--- config.mk ---
export PLATFORM = sky130hd
export DESIGN_NAME = control_sequencer
export DESIGN_NICKNAME = d
export VERILOG_FILES = /design/src/rtl/control_sequencer.sv
export SDC_FILE = /design/constraint.sdc
export NUM_CORES = 1
export LEC_CHECK = 0
export ABC_AREA = 1
export CAP_MARGIN = 20
export CORE_MARGIN = 2
export CORE_UTILIZATION = 28
export CTS_BUF_LIST = sky130_fd_sc_hd__clkbuf_4
export CTS_CLUSTER_DIAMETER = 80
export CTS_CLUSTER_SIZE = 30
export DETAILED_ROUTE_END_ITERATION = 8
export HOLD_SLACK_MARGIN = 0.03
export PLACE_DENSITY_LB_ADDON = 0.08
export REMOVE_ABC_BUFFERS = 1
export SKIP_CTS_REPAIR_TIMING = 1
export SYNTH_ARGS = -nofsm -noshare
export SYNTH_HDL_FRONTEND = slang
export SYNTH_SLANG_ARGS = --single-unit
--- constraint.sdc ---
create_clock -name Clock -period 1.1 [get_ports Clock]
set_input_delay 0.22 -clock Clock [delete_from_list [all_inputs] [get_ports Clock]]
set_output_delay 0.22 -clock Clock [all_outputs]
set_load 0.05 [all_outputs]
--- src/rtl/control_sequencer.sv ---
// Hardwired control unit: fetch (T0-T2) then execute ALU / mul-div / nop / halt
// from the latched IR, producing the datapath's register-transfer strobes each clock.
module control_sequencer #(
   parameter int                NREGS   = 16,
   parameter int                OPW     = 5,
   parameter logic [OPW-1:0]    OP_MUL  = 5'b01110,
   parameter logic [OPW-1:0]    OP_DIV  = 5'b01111,
   parameter logic [OPW-1:0]    OP_NOP  = 5'b11010,
   parameter logic [OPW-1:0]    OP_HALT = 5'b11011
) (
   input  logic             Clock,
   input  logic             clear,
   input  logic [31:0]      IR,
   input  logic             Stop,
   output logic [NREGS-1:0] Rin,
   output logic [NREGS-1:0] Rout,
   output logic             PCout,
   output logic             PCin,
   output logic             IncPC,
   output logic             MARin,
   output logic             MDRin,
   output logic             MDRout,
   output logic             Read,
   output logic             IRin,
   output logic             Yin,
   output logic             Zin,
   output logic             Zlowout,
   output logic             Zhighout,
   output logic             HIin,
   output logic             LOin,
   output logic [OPW-1:0]   opcode,
   output logic             Run
);

   typedef enum logic [3:0] {
      S_RST, S_T0, S_T1, S_T2, S_T3, S_T4, S_T5, S_T6, S_HALT
   } state_t;

   state_t state_q, state_d;

   logic [OPW-1:0]   op;
   logic [3:0]       ra, rb, rc;
   logic             is_md, is_nop, is_halt;
   logic [NREGS-1:0] one;
   logic             unused_ir;

   assign op        = IR[31:32-OPW];
   assign ra        = IR[26:23];
   assign rb        = IR[22:19];
   assign rc        = IR[18:15];
   assign is_md     = (op == OP_MUL) || (op == OP_DIV);
   assign is_nop    = (op == OP_NOP);
   assign is_halt   = (op == OP_HALT);
   assign one       = {{(NREGS-1){1'b0}}, 1'b1};
   assign unused_ir = ^IR[14:0];

   always_comb begin
      state_d = state_q;
      case (state_q)
         S_RST:  state_d = S_T0;
         S_T0:   state_d = Stop ? S_HALT : S_T1;
         S_T1:   state_d = S_T2;
         S_T2:   state_d = S_T3;
         S_T3:   state_d = is_halt ? S_HALT : (is_nop ? S_T0 : S_T4);
         S_T4:   state_d = S_T5;
         S_T5:   state_d = is_md ? S_T6 : S_T0;
         S_T6:   state_d = S_T0;
         S_HALT: state_d = S_HALT;
         default: state_d = S_RST;
      endcase
   end

   // clear wins over everything so a half-finished instruction is simply abandoned
   always_ff @(posedge Clock) begin
      if (clear) state_q <= S_RST;
      else       state_q <= state_d;
   end

   always_comb begin
      Rin      = '0;
      Rout     = '0;
      PCout    = 1'b0;
      PCin     = 1'b0;
      IncPC    = 1'b0;
      MARin    = 1'b0;
      MDRin    = 1'b0;
      MDRout   = 1'b0;
      Read     = 1'b0;
      IRin     = 1'b0;
      Yin      = 1'b0;
      Zin      = 1'b0;
      Zlowout  = 1'b0;
      Zhighout = 1'b0;
      HIin     = 1'b0;
      LOin     = 1'b0;
      opcode   = '0;
      Run      = 1'b1;
      case (state_q)
         // a Stop in T0 leaves the PC untouched on the way to HALT
         S_T0: if (!Stop) begin
            PCout = 1'b1;
            MARin = 1'b1;
            IncPC = 1'b1;
            Zin   = 1'b1;
         end
         S_T1: begin
            Zlowout = 1'b1;
            PCin    = 1'b1;
            Read    = 1'b1;
            MDRin   = 1'b1;
         end
         S_T2: begin
            MDRout = 1'b1;
            IRin   = 1'b1;
         end
         S_T3: if (!is_nop && !is_halt) begin
            Rout = one << rb;
            Yin  = 1'b1;
         end
         S_T4: begin
            Rout   = one << rc;
            opcode = op;
            Zin    = 1'b1;
         end
         S_T5: begin
            Zlowout = 1'b1;
            if (is_md) LOin = 1'b1;
            else       Rin  = one << ra;
         end
         S_T6: begin
            Zhighout = 1'b1;
            HIin     = 1'b1;
         end
         S_HALT: Run = 1'b0;
         default: ;
      endcase
   end

endmodule

==> impl_metrics.toml, run 1 <==
[logic_synthesis]
syn-mean-instance-area_sq_um = 5.27
synth_top_area_share_pct = 16.1
synthFlopType = "sky130_fd_sc_hd__dfxtp_1"
leading_cell_types_by_total_area_after_synthesis = "sky130_fd_sc_hd__nor2_1 (16%), sky130_fd_sc_hd__nand4_1 (13%), sky130_fd_sc_hd__inv_1 (11%)"
ys_ff_latch = 4
yosysUniqueCellTypes = 19
share_of_flip_flops_with_an_asynchronous_set_or_reset_pct = 0
netlist_area_sq_um = 886
synth_sequential_area_ratio_pct = 9.04
syn-instance-count = 168
synth.most_common_cell = "sky130_fd_sc_hd__nor2_1"
yosysTopAreaCell = "sky130_fd_sc_hd__nor2_1"
ys_warn_count = 0
synth_edf_count = 0
leading_post_synthesis_cells_by_instance_count = "sky130_fd_sc_hd__nor2_1 (38), sky130_fd_sc_hd__inv_1 (27), sky130_fd_sc_hd__nand2_1 (24), sky130_fd_sc_hd__nand4_1 (18), sky130_fd_sc_hd__o22ai_1 (15)"

[placement]
placed_area_sq_um = 2210
dp.final_hpwl_microns = 3320
dp_slack_ns = -0.720
gp_routability_congestion = 0.846
numPortBuffers = 71

[clocking]
clk_sink_count = 4
root_buffer = "sky130_fd_sc_hd__clkbuf_4"
cts_htree_levels = 1
cts_inserted_buffers = 3
cts_max_path_buffers = 2

[timing]
worst_endpoint_kind = "output port"
postGrtWorstEndpoint = "Rout[8]"

[floorplan]
io-pin-count = 87
die_height_microns = 60.2
initial_utilization_pct = 29.3
die_w_microns = 60.2
rows = 20

[global_routing]
grt_max_degree = 19

[outcome]
lastStage = "global routing"
run.stop_error = "[ERROR DPL-0038] Utilization greater than 100%, impossible to legalize"
run_status = "aborted with a tool error"
==> kinds of logic after synthesis <==
logic type	share of synthesized area [%]
AOI/OAI and AO/OA	13.7
and+or+nand+nor	55.5
buffers and inverters	21.8
DFF	9.04
==> per-stage QoR <==
stage	hold WS [ns]	std cells
CTS	0.603	300
detailed placement	0.762	297
global placement	0.724	297
floorplan	0.292	157
==> run 2, diff against run 1 <==
--- a/config.mk
+++ b/config.mk
@@ -8,13 +8,9 @@
 export ABC_AREA = 1
 export CAP_MARGIN = 20
 export CORE_MARGIN = 2
-export CORE_UTILIZATION = 28
-export CTS_BUF_LIST = sky130_fd_sc_hd__clkbuf_4
-export CTS_CLUSTER_DIAMETER = 80
-export CTS_CLUSTER_SIZE = 30
+export CORE_UTILIZATION = 20
 export DETAILED_ROUTE_END_ITERATION = 8
-export HOLD_SLACK_MARGIN = 0.03
-export PLACE_DENSITY_LB_ADDON = 0.08
+export PLACE_DENSITY_LB_ADDON = 0.15
 export REMOVE_ABC_BUFFERS = 1
 export SKIP_CTS_REPAIR_TIMING = 1
 export SYNTH_ARGS = -nofsm -noshare
==> constraint.sdc (replaced) <==
create_clock -name Clock -period 1.43 [get_ports Clock]
set_input_delay 0.286 -clock Clock [delete_from_list [all_inputs] [get_ports Clock]]
set_output_delay 0.286 -clock Clock [all_outputs]
set_load 0.05 [all_outputs]
==> run 2 against run 1 <==
Compared with the run above:
- the flow now finishes, with violations (negative setup slack)
- synthesized cell count stayed put
- synthesized area stayed put
==> impl_metrics.toml, run 2 <==
[timing]
rsz0062_at_grt = "yes"
report.final.setup_viol = 50
final_max_slew_viol_count = 0
slew_headroom_pct = 82.9
min_period_over_period_pct = 125
timing.hold.ws_ns = 0.516
period_minus_slack_ns = 1.79
setup_slack_ns = -0.363
max_freq_ghz = 0.558
final_hold_viol_count = 0
max_slew.worst_pin.slew_ns = 0.255
finalClockSkew_ns = 0.00175

[clocking]
path_clk_slew_ns = 0.03
cts_max_path_buffers = 2
cts_htree_levels = 1
cts_inserted_buffers = 3
clock_tree_from_tritoncts = "done"
root_buffer = "sky130_fd_sc_hd__clkbuf_8"
clock_insertion_delay_worst_skew_ns = 0.21
clk_sink_count = 4

[logic_synthesis]
leading_cell_types_by_total_area_after_synthesis = "sky130_fd_sc_hd__nor2_1 (16%), sky130_fd_sc_hd__nand4_1 (13%), sky130_fd_sc_hd__inv_1 (11%)"
syn-instance-count = 168
synth_edf_count = 0
synth_top_area_share_pct = 16.1
leading_post_synthesis_cells_by_instance_count = "sky130_fd_sc_hd__nor2_1 (38), sky130_fd_sc_hd__inv_1 (27), sky130_fd_sc_hd__nand2_1 (24), sky130_fd_sc_hd__nand4_1 (18), sky130_fd_sc_hd__o22ai_1 (15)"
ys_ff_latch = 4
synth.most_common_cell = "sky130_fd_sc_hd__nor2_1"
netlist_area_sq_um = 886
synthFlopType = "sky130_fd_sc_hd__dfxtp_1"
syn-mean-instance-area_sq_um = 5.27
share_of_flip_flops_with_an_asynchronous_set_or_reset_pct = 0
synth_sequential_area_ratio_pct = 9.04
yosysTopAreaCell = "sky130_fd_sc_hd__nor2_1"
ys_warn_count = 0
yosysUniqueCellTypes = 19

[placement]
placed_area_sq_um = 2390
numPortBuffers = 71
dp.cells = 316
gp_routability_congestion = 0.899
dp.final_hpwl_microns = 3210

[routing]
drt_first_pass_iters = 4
drt_drc_violations_left = 0
drt_first_iter_violations = 50
route.detailed.vias_per_inst = 4.73
detail-route-antenna-nets = 0
via_count = 1599
wl_microns = 5000
wl_per_cell_microns = 14.8

[critical_path]
critical_path.reg2reg.startpoint = "state_q[1]$_SDFF_PP0_"
timing.reg2reg.setup_slack_ns = 0.08
worstSetupStartpointType = "flip-flop"
critical_path.startpoint = "state_q[1]$_SDFF_PP0_"
timing.critical_path.to_type = "output pin"
ff2ff_path_depth = 10
timing.rr.end = "state_q[2]$_SDFF_PP0_"
worstPathRequired_ns = 1.14
worstPathArrival_ns = 1.51
delay_of_the_slowest_critical_path_stage_ns = 0.34
crit_path_slowest_cell = "sky130_fd_sc_hd__dfxtp_2"
criticalPathCategory = "reg -> out"
cp_cell_sequence = "inv_4 -> nand2_4 -> nor2_4 -> buf_6 -> nand2_4 -> buf_6 -> o22ai_4 -> buf_12"
crit_path_end = "Rout[15]"
worst-path-max-fanout = 4

[layout]
final_common_cell = "sky130_fd_sc_hd__buf_12"
largest_register_ffs = 4
multiInputGateArea_sq_um = 1050
finish.net_count = 323
layoutNonFillerInstCount = 338
syn_to_final_growth_pct = 251
post_route_cells_drive_above_1_share_pct = 68.5
seq_area_sq_um = 85.1
highest_count_cells_in_the_layout_ignoring_fill_and_taps = "sky130_fd_sc_hd__buf_12 (53), sky130_fd_sc_hd__buf_4 (39), sky130_fd_sc_hd__nor2_4 (19), sky130_fd_sc_hd__nand4_1 (18)"
fillerInstances = 315
reg.largest.list = "state_q x4"
antennaDiodeCount = 0
max_flop_register = "state_q"
design_area_sq_um = 3110

[pwr]
power.total_mw = 1.10
worst_ir_drop_vdd_mv = 0.243
p_comb_share_pct = 66.5
power.clock.fraction_pct = 20.8
p_switching_mw = 0.464
static_leakage_nw = 1.39
sw_frac_of_total_pct = 42.0
power_frac_seq_pct = 12.7
p_int_mw = 0.640
pwr_density_cell_nw_per_um2 = 355

[floorplan]
area_of_the_die_sq_um = 4980
die_height_microns = 70.6
initial_utilization_pct = 20.5
rows = 24
die_w_microns = 70.6
core_area_sq_um = 4320
io-pin-count = 87

[global_routing]
first_pass_grt_wire_length_microns = 6180
vias_in_the_first_global_route = 1319
grt_antenna_before_repair = 0
grt_usage_pct = 14.7
global_route.overflow_total = 0
grt_max_degree = 19

[outcome]
run_status = "complete, but fails checks"
failing_checks = "negative setup slack"

[run]
max_cap_viol_count = 0

[min_path]
holdCritPathClass = "in -> reg"
[run 2: cell counts after synthesis]
No cell type changed its count.
[run 2: metrics by stage]
step	TNS (ns)	setup WS (ns)	util, %
floorplan	-17.44	-0.687	-
global placement	-16.65	-0.489	55.2
detailed placement	-17.34	-0.517	55.2
CTS	-19.43	-0.528	56.2
global route	-15.07	-0.409	71.9
finish	-12.55	-0.363	71.9
[run 2: worst min-delay path by stage]
| stage | start | endpoint | slack, ns | cells past startpoint |
|---|---|---|---|---|
| 3_5_place_dp | state_q[1]$_SDFF_PP0_ | state_q[0]$_SDFF_PP0_ | 0.71 | 4 |
| 5_1_grt | Stop | state_q[3]$_SDFF_PP0_ | 0.59 | 5 |
| 2_1_floorplan | clear | state_q[0]$_SDFF_PP0_ | 0.36 | 1 |
| 6_report | Stop | state_q[3]$_SDFF_PP0_ | 0.52 | 5 |
| 4_1_cts | clear | state_q[0]$_SDFF_PP0_ | 0.71 | 2 |
| 3_3_place_gp | state_q[1]$_SDFF_PP0_ | state_q[0]$_SDFF_PP0_ | 0.72 | 4 |
[run 2: logic make-up after synthesis]
family / share of synthesized area, %
simple gates: 55.5
flops: 9.04
compound gates: 13.7
buf+inv: 21.8
[run 2: area by class of cell]
cell class / count / share of cell area [%]
multi-input cells: 124 / 33.9
flip-flops and latches: 4 / 2.74
clock buffers: 3 / 1.33
well taps: 52 / 2.09
repair buffers: 124 / 55.7
inverters: 31 / 4.31
[run 2: power groups by stage]
stage / combinational (mW) / sequential (mW) / clock (mW)
after floorplan: 0.241 / 0.137 / 0
after global placement: 0.555 / 0.134 / 0
after detailed placement: 0.557 / 0.135 / 0
after CTS: 0.558 / 0.133 / 0.237
after global routing: 0.775 / 0.140 / 0.242
final: 0.734 / 0.140 / 0.230
[run 2: layer usage]
layer | global-route usage [%] | up-vias | part of all wire, %
li1 | - | 799 | -
met3 | 3.70 | 2 | 5.6
met1 | 20.4 | 739 | 39
met5 | 0 | - | 0
met4 | 0.629 | 0 | 0.30
met2 | 24.4 | 59 | 55
[run 2: worst max-delay path, delay by kind of cell, from the launching register on]
kind	cells	cell delay [ns]
AOI/OAI and AO/OA	1	0.11
buffers and inverters	4	0.51
DFF	1	0.34
and+or+nand+nor	3	0.32
Note: power is estimated with default switching activity, not from simulation.
